### src/rtl/axis_miner_bridge.sv
// axis_miner_bridge
//   AXI-Stream front end for the bitcoin miner core. Header beats arriving on
//   the slave stream are assembled (first beat most significant) into one
//   HEADER_BITS word, the miner is kicked with a one-cycle start, and the
//   captured result is returned as a framed master-stream packet, MSW first.
//
// Ports
//   aclk, aresetn         clock, synchronous active-low reset
//   s_axis_*              header input stream (tdata/tvalid/tready/tlast)
//   m_axis_*              result output stream (tdata/tvalid/tready/tlast)
//   header, start         assembled header and start pulse to the miner
//   done, result          miner completion and result (first done cycle used)
//   busy                  frame in flight (first accepted beat .. last result beat)
//   frame_err, err_cnt    framing error pulse and saturating error count
//
// Build option
//   AXIS_MINER_BRIDGE_TLAST_CHECK_EN : when defined, s_axis_tlast must mark
//   exactly beat HDR_BEATS-1; a mismatch discards the frame and counts an
//   error. When undefined, tlast is ignored and frame_err/err_cnt read 0.
module axis_miner_bridge #(
   parameter int DATA_WIDTH  = 32,
   parameter int HEADER_BITS = 640,
   parameter int RESULT_BITS = 32,
   parameter int CNT_WIDTH   = 16
) (
   input  logic                   aclk,
   input  logic                   aresetn,
   input  logic [DATA_WIDTH-1:0]  s_axis_tdata,
   input  logic                   s_axis_tvalid,
   output logic                   s_axis_tready,
   input  logic                   s_axis_tlast,
   output logic [DATA_WIDTH-1:0]  m_axis_tdata,
   output logic                   m_axis_tvalid,
   input  logic                   m_axis_tready,
   output logic                   m_axis_tlast,
   output logic [HEADER_BITS-1:0] header,
   output logic                   start,
   input  logic                   done,
   input  logic [RESULT_BITS-1:0] result,
   output logic                   busy,
   output logic                   frame_err,
   output logic [CNT_WIDTH-1:0]   err_cnt
);

   localparam int HDR_BEATS = HEADER_BITS / DATA_WIDTH;
   localparam int RES_BEATS = RESULT_BITS / DATA_WIDTH;
   localparam int HBW = (HDR_BEATS > 1) ? $clog2(HDR_BEATS) : 1;
   localparam int RBW = (RES_BEATS > 1) ? $clog2(RES_BEATS) : 1;

   typedef enum logic [1:0] {RECV, START, WAIT, SEND} state_t;

   state_t                 r_state, w_next;
   logic [HBW-1:0]         r_hbeat;
   logic [RBW-1:0]         r_rbeat;
   logic [HEADER_BITS-1:0] r_header, w_hdr_next;
   logic [RESULT_BITS-1:0] r_res;

   logic w_s_hs, w_m_hs, w_hdr_last, w_res_last, w_frame_bad;

   assign w_s_hs     = s_axis_tvalid && (r_state == RECV);
   assign w_m_hs     = (r_state == SEND) && m_axis_tready;
   assign w_hdr_last = (r_hbeat == HBW'(HDR_BEATS - 1));
   assign w_res_last = (r_rbeat == RBW'(RES_BEATS - 1));

`ifdef AXIS_MINER_BRIDGE_TLAST_CHECK_EN
   logic                 r_frame_err;
   logic [CNT_WIDTH-1:0] r_err_cnt;

   // tlast must coincide exactly with the final header beat
   assign w_frame_bad = w_s_hs && (s_axis_tlast != w_hdr_last);

   always_ff @(posedge aclk) begin
      if (!aresetn) begin
         r_frame_err <= 1'b0;
         r_err_cnt   <= '0;
      end else begin
         r_frame_err <= w_frame_bad;
         if (w_frame_bad && (r_err_cnt != {CNT_WIDTH{1'b1}}))
            r_err_cnt <= r_err_cnt + 1'b1;
      end
   end

   assign frame_err = r_frame_err;
   assign err_cnt   = r_err_cnt;
`else
   logic w_unused_tlast;
   assign w_unused_tlast = s_axis_tlast;
   assign w_frame_bad    = 1'b0;
   assign frame_err      = 1'b0;
   assign err_cnt        = '0;
`endif

   // state register
   always_ff @(posedge aclk) begin
      if (!aresetn) r_state <= RECV;
      else          r_state <= w_next;
   end

   // next state and state-decoded outputs
   always_comb begin
      w_next        = r_state;
      s_axis_tready = 1'b0;
      start         = 1'b0;
      m_axis_tvalid = 1'b0;
      case (r_state)
         RECV: begin
            s_axis_tready = 1'b1;
            if (w_s_hs && w_hdr_last && !w_frame_bad) w_next = START;
         end
         START: begin
            start  = 1'b1;
            w_next = WAIT;
         end
         WAIT: begin
            if (done) w_next = SEND;
         end
         SEND: begin
            m_axis_tvalid = 1'b1;
            if (w_m_hs && w_res_last) w_next = RECV;
         end
         default: w_next = RECV;
      endcase
   end

   // each accepted beat lands in its own slot; untouched slots keep their value
   always_comb begin
      w_hdr_next = r_header;
      for (int k = 0; k < HDR_BEATS; k++) begin
         if (w_s_hs && (r_hbeat == HBW'(k)))
            w_hdr_next[HEADER_BITS-1-k*DATA_WIDTH -: DATA_WIDTH] = s_axis_tdata;
      end
   end

   always_ff @(posedge aclk) begin
      if (!aresetn) begin
         r_hbeat  <= '0;
         r_rbeat  <= '0;
         r_header <= '0;
         r_res    <= '0;
      end else begin
         r_header <= w_hdr_next;
         if (w_s_hs) begin
            if (w_frame_bad || w_hdr_last) r_hbeat <= '0;
            else                           r_hbeat <= r_hbeat + 1'b1;
         end
         if ((r_state == WAIT) && done) begin
            r_res   <= result;
            r_rbeat <= '0;
         end else if (w_m_hs) begin
            // shifting out leaves zeros behind, so tdata idles at 0 after a packet
            r_res   <= r_res << DATA_WIDTH;
            r_rbeat <= w_res_last ? '0 : r_rbeat + 1'b1;
         end
      end
   end

   assign header       = r_header;
   assign m_axis_tdata = r_res[RESULT_BITS-1 -: DATA_WIDTH];
   assign m_axis_tlast = (r_state == SEND) && w_res_last;
   // a partially received header keeps busy high even though state is RECV
   assign busy         = (r_state != RECV) || (r_hbeat != '0);

endmodule

### config.mk
export PLATFORM = sky130hd
export DESIGN_NAME = axis_miner_bridge
export DESIGN_NICKNAME = d
export VERILOG_FILES = /design/src/rtl/axis_miner_bridge.sv
export SDC_FILE = /design/constraint.sdc
export NUM_CORES = 1
export LEC_CHECK = 0
export CORE_AREA = 2 2 297 299
export CTS_BUF_LIST = sky130_fd_sc_hd__clkbuf_4
export DETAILED_ROUTE_END_ITERATION = 8
export DIE_AREA = 0 0 299 301
export RECOVER_POWER = 25
export REMOVE_ABC_BUFFERS = 1
export SETUP_SLACK_MARGIN = 0.1
export SLEW_MARGIN = 20
export SYNTH_ARGS = -nofsm -noshare
export SYNTH_HDL_FRONTEND = slang
export SYNTH_SLANG_ARGS = --single-unit
### constraint.sdc
create_clock -name aclk -period 5.14 [get_ports aclk]
set_input_delay 1.028 -clock aclk [delete_from_list [all_inputs] [get_ports aclk]]
set_output_delay 1.028 -clock aclk [all_outputs]
set_load 0.03 [all_outputs]
==> impl_metrics.sql <==
INSERT INTO impl_metrics (metric_group, metric, value, unit) VALUES
('outcome', 'run_status', 'complete, but fails checks', ''),
('outcome', 'violations', 'max-capacitance violations, max-slew violations', ''),
('sta', 'final-max-slew-violation-count', '430', ''),
('synthesis', 'yosysWarnings', '0', ''),
('clock_tree', 'clock_latency', '1080', 'ps'),
('synthesis', 'portion_of_synthesized_cell_area_occupied_by_the_leading_cell_type', '53.0', '%'),
('die', 'std_cell_rows', '108', ''),
('worst_setup_path', 'regToRegStartpoint', 'r_state[1]$_SDFFE_PN0P_', ''),
('worst_setup_path', 'worst_ep_required_time', '4110', 'ps'),
('layout', 'net_total_in_the_final_layout', '3836', ''),
('die', 'dieHeight', '301', 'um'),
('synthesis', 'share_of_synthesized_flip_flops_with_an_asynchronous_set_or_reset', '0', '%'),
('routing', 'dr.first_iter.drc_count', '1518', ''),
('sta', 'period_share', '75.8', '%'),
('synthesis', 'netlist-cell-type-count', '35', ''),
('clock_tree', 'tritoncts', 'done', ''),
('place', 'dp_slack', '1360', 'ps'),
('clock_tree', 'numCtsBuffers', '186', ''),
('die', 'core-area', '86500', 'um^2'),
('die', 'die_footprint', '90000', 'um^2'),
('clock_tree', 'clk_transition_reported_paths', '70', 'ps'),
('synthesis', 'post_synth_inst_count', '3071', ''),
('hold_path', 'min_path_type', 'reg2reg', ''),
('synthesis', 'synth.top_cells.by_area', 'sky130_fd_sc_hd__dfxtp_1, sky130_fd_sc_hd__nand2_1, sky130_fd_sc_hd__a21boi_1, sky130_fd_sc_hd__clkbuf_1, sky130_fd_sc_hd__buf_2', ''),
('routing', 'post-route-drc-count', '0', ''),
('sta', 'rsz0062_at_grt', 'false', ''),
('synthesis', 'syn-cell-area', '25700', 'um^2'),
('synthesis', 'register_area_share_after_synthesis', '53.0', '%'),
('synthesis', 'synth_most_common_cell', 'sky130_fd_sc_hd__nand2_1', ''),
('global_routing', 'grt_antenna_before_repair', '4', ''),
('routing', 'post_detailed_route_via_to_cell_ratio', '4.61', ''),
('routing', 'num_vias', '23300', ''),
('routing', 'antenna_left', '0', ''),
('sta', 'timing.fmax', '0.257', 'GHz'),
('pwr', 'irDropWorstVdd', '203', 'uV'),
('clock_tree', 'cts_resized', '0', ''),
('worst_setup_path', 'timing.critical_path.from', 'r_state[1]$_SDFFE_PN0P_', ''),
('clock_tree', 'cts.sink_count', '679', ''),
('worst_setup_path', 'critPathCaptureType', 'primary output', ''),
('global_routing', 'grt_busiest_layer', 'met2', ''),
('die', 'die_width', '299', 'um'),
('clock_tree', 'cts_setup_buffers', '0', ''),
('routing', 'wl_per_cell', '21.0', 'um'),
('global_routing', 'grt_max_degree', '145', ''),
('synthesis', 'synth_enable_flop_cells', '0', ''),
('sta', 'timing.setup.tns', '0', 'ps'),
('global_routing', 'globalRoute.totalOverflow', '0', ''),
('worst_setup_path', 'critical_path.max_fanout', '14', ''),
('place', 'gp_congestion', '0.757', ''),
('place', 'portBuffers', '745', ''),
('clock_tree', 'hold_buf_count_cts', '0', ''),
('layout', 'syn_to_final_growth', '40.4', '%'),
('die', 'floorplan.initialDensity', '29.7', '%'),
('synthesis', 'post_synth.cell_area_avg', '8.35', 'um^2'),
('hold_path', 'worstHoldStart', 'header[391]$_SDFFE_PN0P_', ''),
('synthesis', 'ys_dominant_reg_cell', 'sky130_fd_sc_hd__dfxtp_1', ''),
('pwr', 'post-layout-total-power', '11300', 'uW'),
('global_routing', 'met3_global_route_usage', '7.43', '%'),
('sta', 'timing.clock.skew', '86.1', 'ps'),
('global_routing', 'grt_pass1_vias', '22000', ''),
('pwr', 'leakagePower', '0.0121', 'uW'),
('worst_setup_path', 'timing.critical_path.from_type', 'flip-flop', ''),
('die', 'io_pins', '764', ''),
('global_routing', 'grt_use_met2', '36.6', '%'),
('sta', 'hold_ws', '450', 'ps'),
('synthesis', 'synth_top_cell_by_area', 'sky130_fd_sc_hd__dfxtp_1', ''),
('routing', 'router_iterations_before_antenna_repair', '5', ''),
('sta', 'finalHoldViolations', '0', ''),
('job', 'maxCapViolCount', '13', ''),
('global_routing', 'global_route.usage.total', '22.8', '%'),
('pwr', 'p_per_area', '315', 'nW/um^2');
-- final cells by class --
| type | instances | area [um^2] |
|---|---|---|
| fillers | 8795 | 50500 |
| clock buffers | 285 | 2140 |
| multi-input cells | 2090 | 10800 |
| flip-flops and latches | 679 | 13600 |
| repair buffers | 794 | 7660 |
| clock inverters | 49 | 375 |
| well taps | 1155 | 1450 |
| diodes | 1 | 2.50 |
| inverters | 6 | 22.5 |
-- cell usage in the layout, fill, tap and decap left out, drive strengths merged --
| cell | n |
|---|---|
| nand2 | 1290 |
| clkdlybuf4s50 | 712 |
| dfxtp | 679 |
| a21boi | 640 |
| clkbuf | 300 |
| buf | 67 |
| clkinv | 37 |
| nor2b | 34 |
| a22oi | 32 |
| nor2 | 18 |
| conb | 17 |
| or2 | 15 |
| inv | 11 |
| ha | 9 |
| nor3 | 5 |
| or3 | 5 |
| bufinv | 5 |
| nand4b | 4 |
| and3 | 2 |
| nand2b | 2 |
| nand4 | 2 |
| and2 | 2 |
| xor2 | 2 |
| mux2i | 2 |
| clkinvlp | 2 |
| a21oi | 2 |
| diode | 1 |
| nor3b | 1 |
| a221oi | 1 |
| o21ai | 1 |
| o31ai | 1 |
| nand3 | 1 |
| xnor2 | 1 |
| a211oi | 1 |
-- per-stage QoR --
stage	instance area, um^2	std cells
5_1_grt	36000	5059
3_3_place_gp	33600	4724
2_1_floorplan	24300	2775
6_report	36000	5059
3_5_place_dp	33600	4724
4_1_cts	36100	5058
-- metal layers --
layer,vias up,share of wire (%),wire length (um)
li1,11200,-,-
met1,10900,41,43600
met2,957,46,49000
met3,208,8.8,9330
met4,6,3.8,4080
met5,-,0.038,40
-- logic make-up after synthesis --
group	count (synthesis)	share of synthesized area, %
and+or+nand+nor	1381	21.1
adders and majority gates	9	0.439
xor gates and xnor gates	3	0.102
buffers and inverters	318	5.42
DFF	679	53.0
AOI/OAI and AO/OA	678	19.8
muxes	2	0.0780
other	1	0.0146
-- report_power, final --
part           leakage [uW]  switching (uW)  internal [uW]
Combinational       0.00515             553            243
Clock               0.00149            2420           2790
Sequential          0.00548            28.0           5310
-- registers in the layout, indices dropped and copies added (netlist names) --
name	cells
m_axis_tdata	32
r_hbeat	5
r_state	2
header	640
-- final timing paths --
| path | endpoint | slack [ps] | cells past startpoint |
|---|---|---|---|
| hold reg to reg | header[391]$_SDFFE_PN0P_ | 450 | 2 |
| setup / recovery | busy | 1240 | 4 |
| setup reg to reg | header[436]$_SDFFE_PN0P_ | 1690 | 8 |
| hold / removal | header[391]$_SDFFE_PN0P_ | 450 | 2 |
-- worst max-delay path: stages (launching register included) --
cell and delay, ps:
sky130_fd_sc_hd__dfxtp_1 390, sky130_fd_sc_hd__inv_1 80, sky130_fd_sc_hd__ha_1 360, sky130_fd_sc_hd__nand2_1 130
sky130_fd_sc_hd__clkdlybuf4s50_1 850
(Power assumes the default switching activity.)
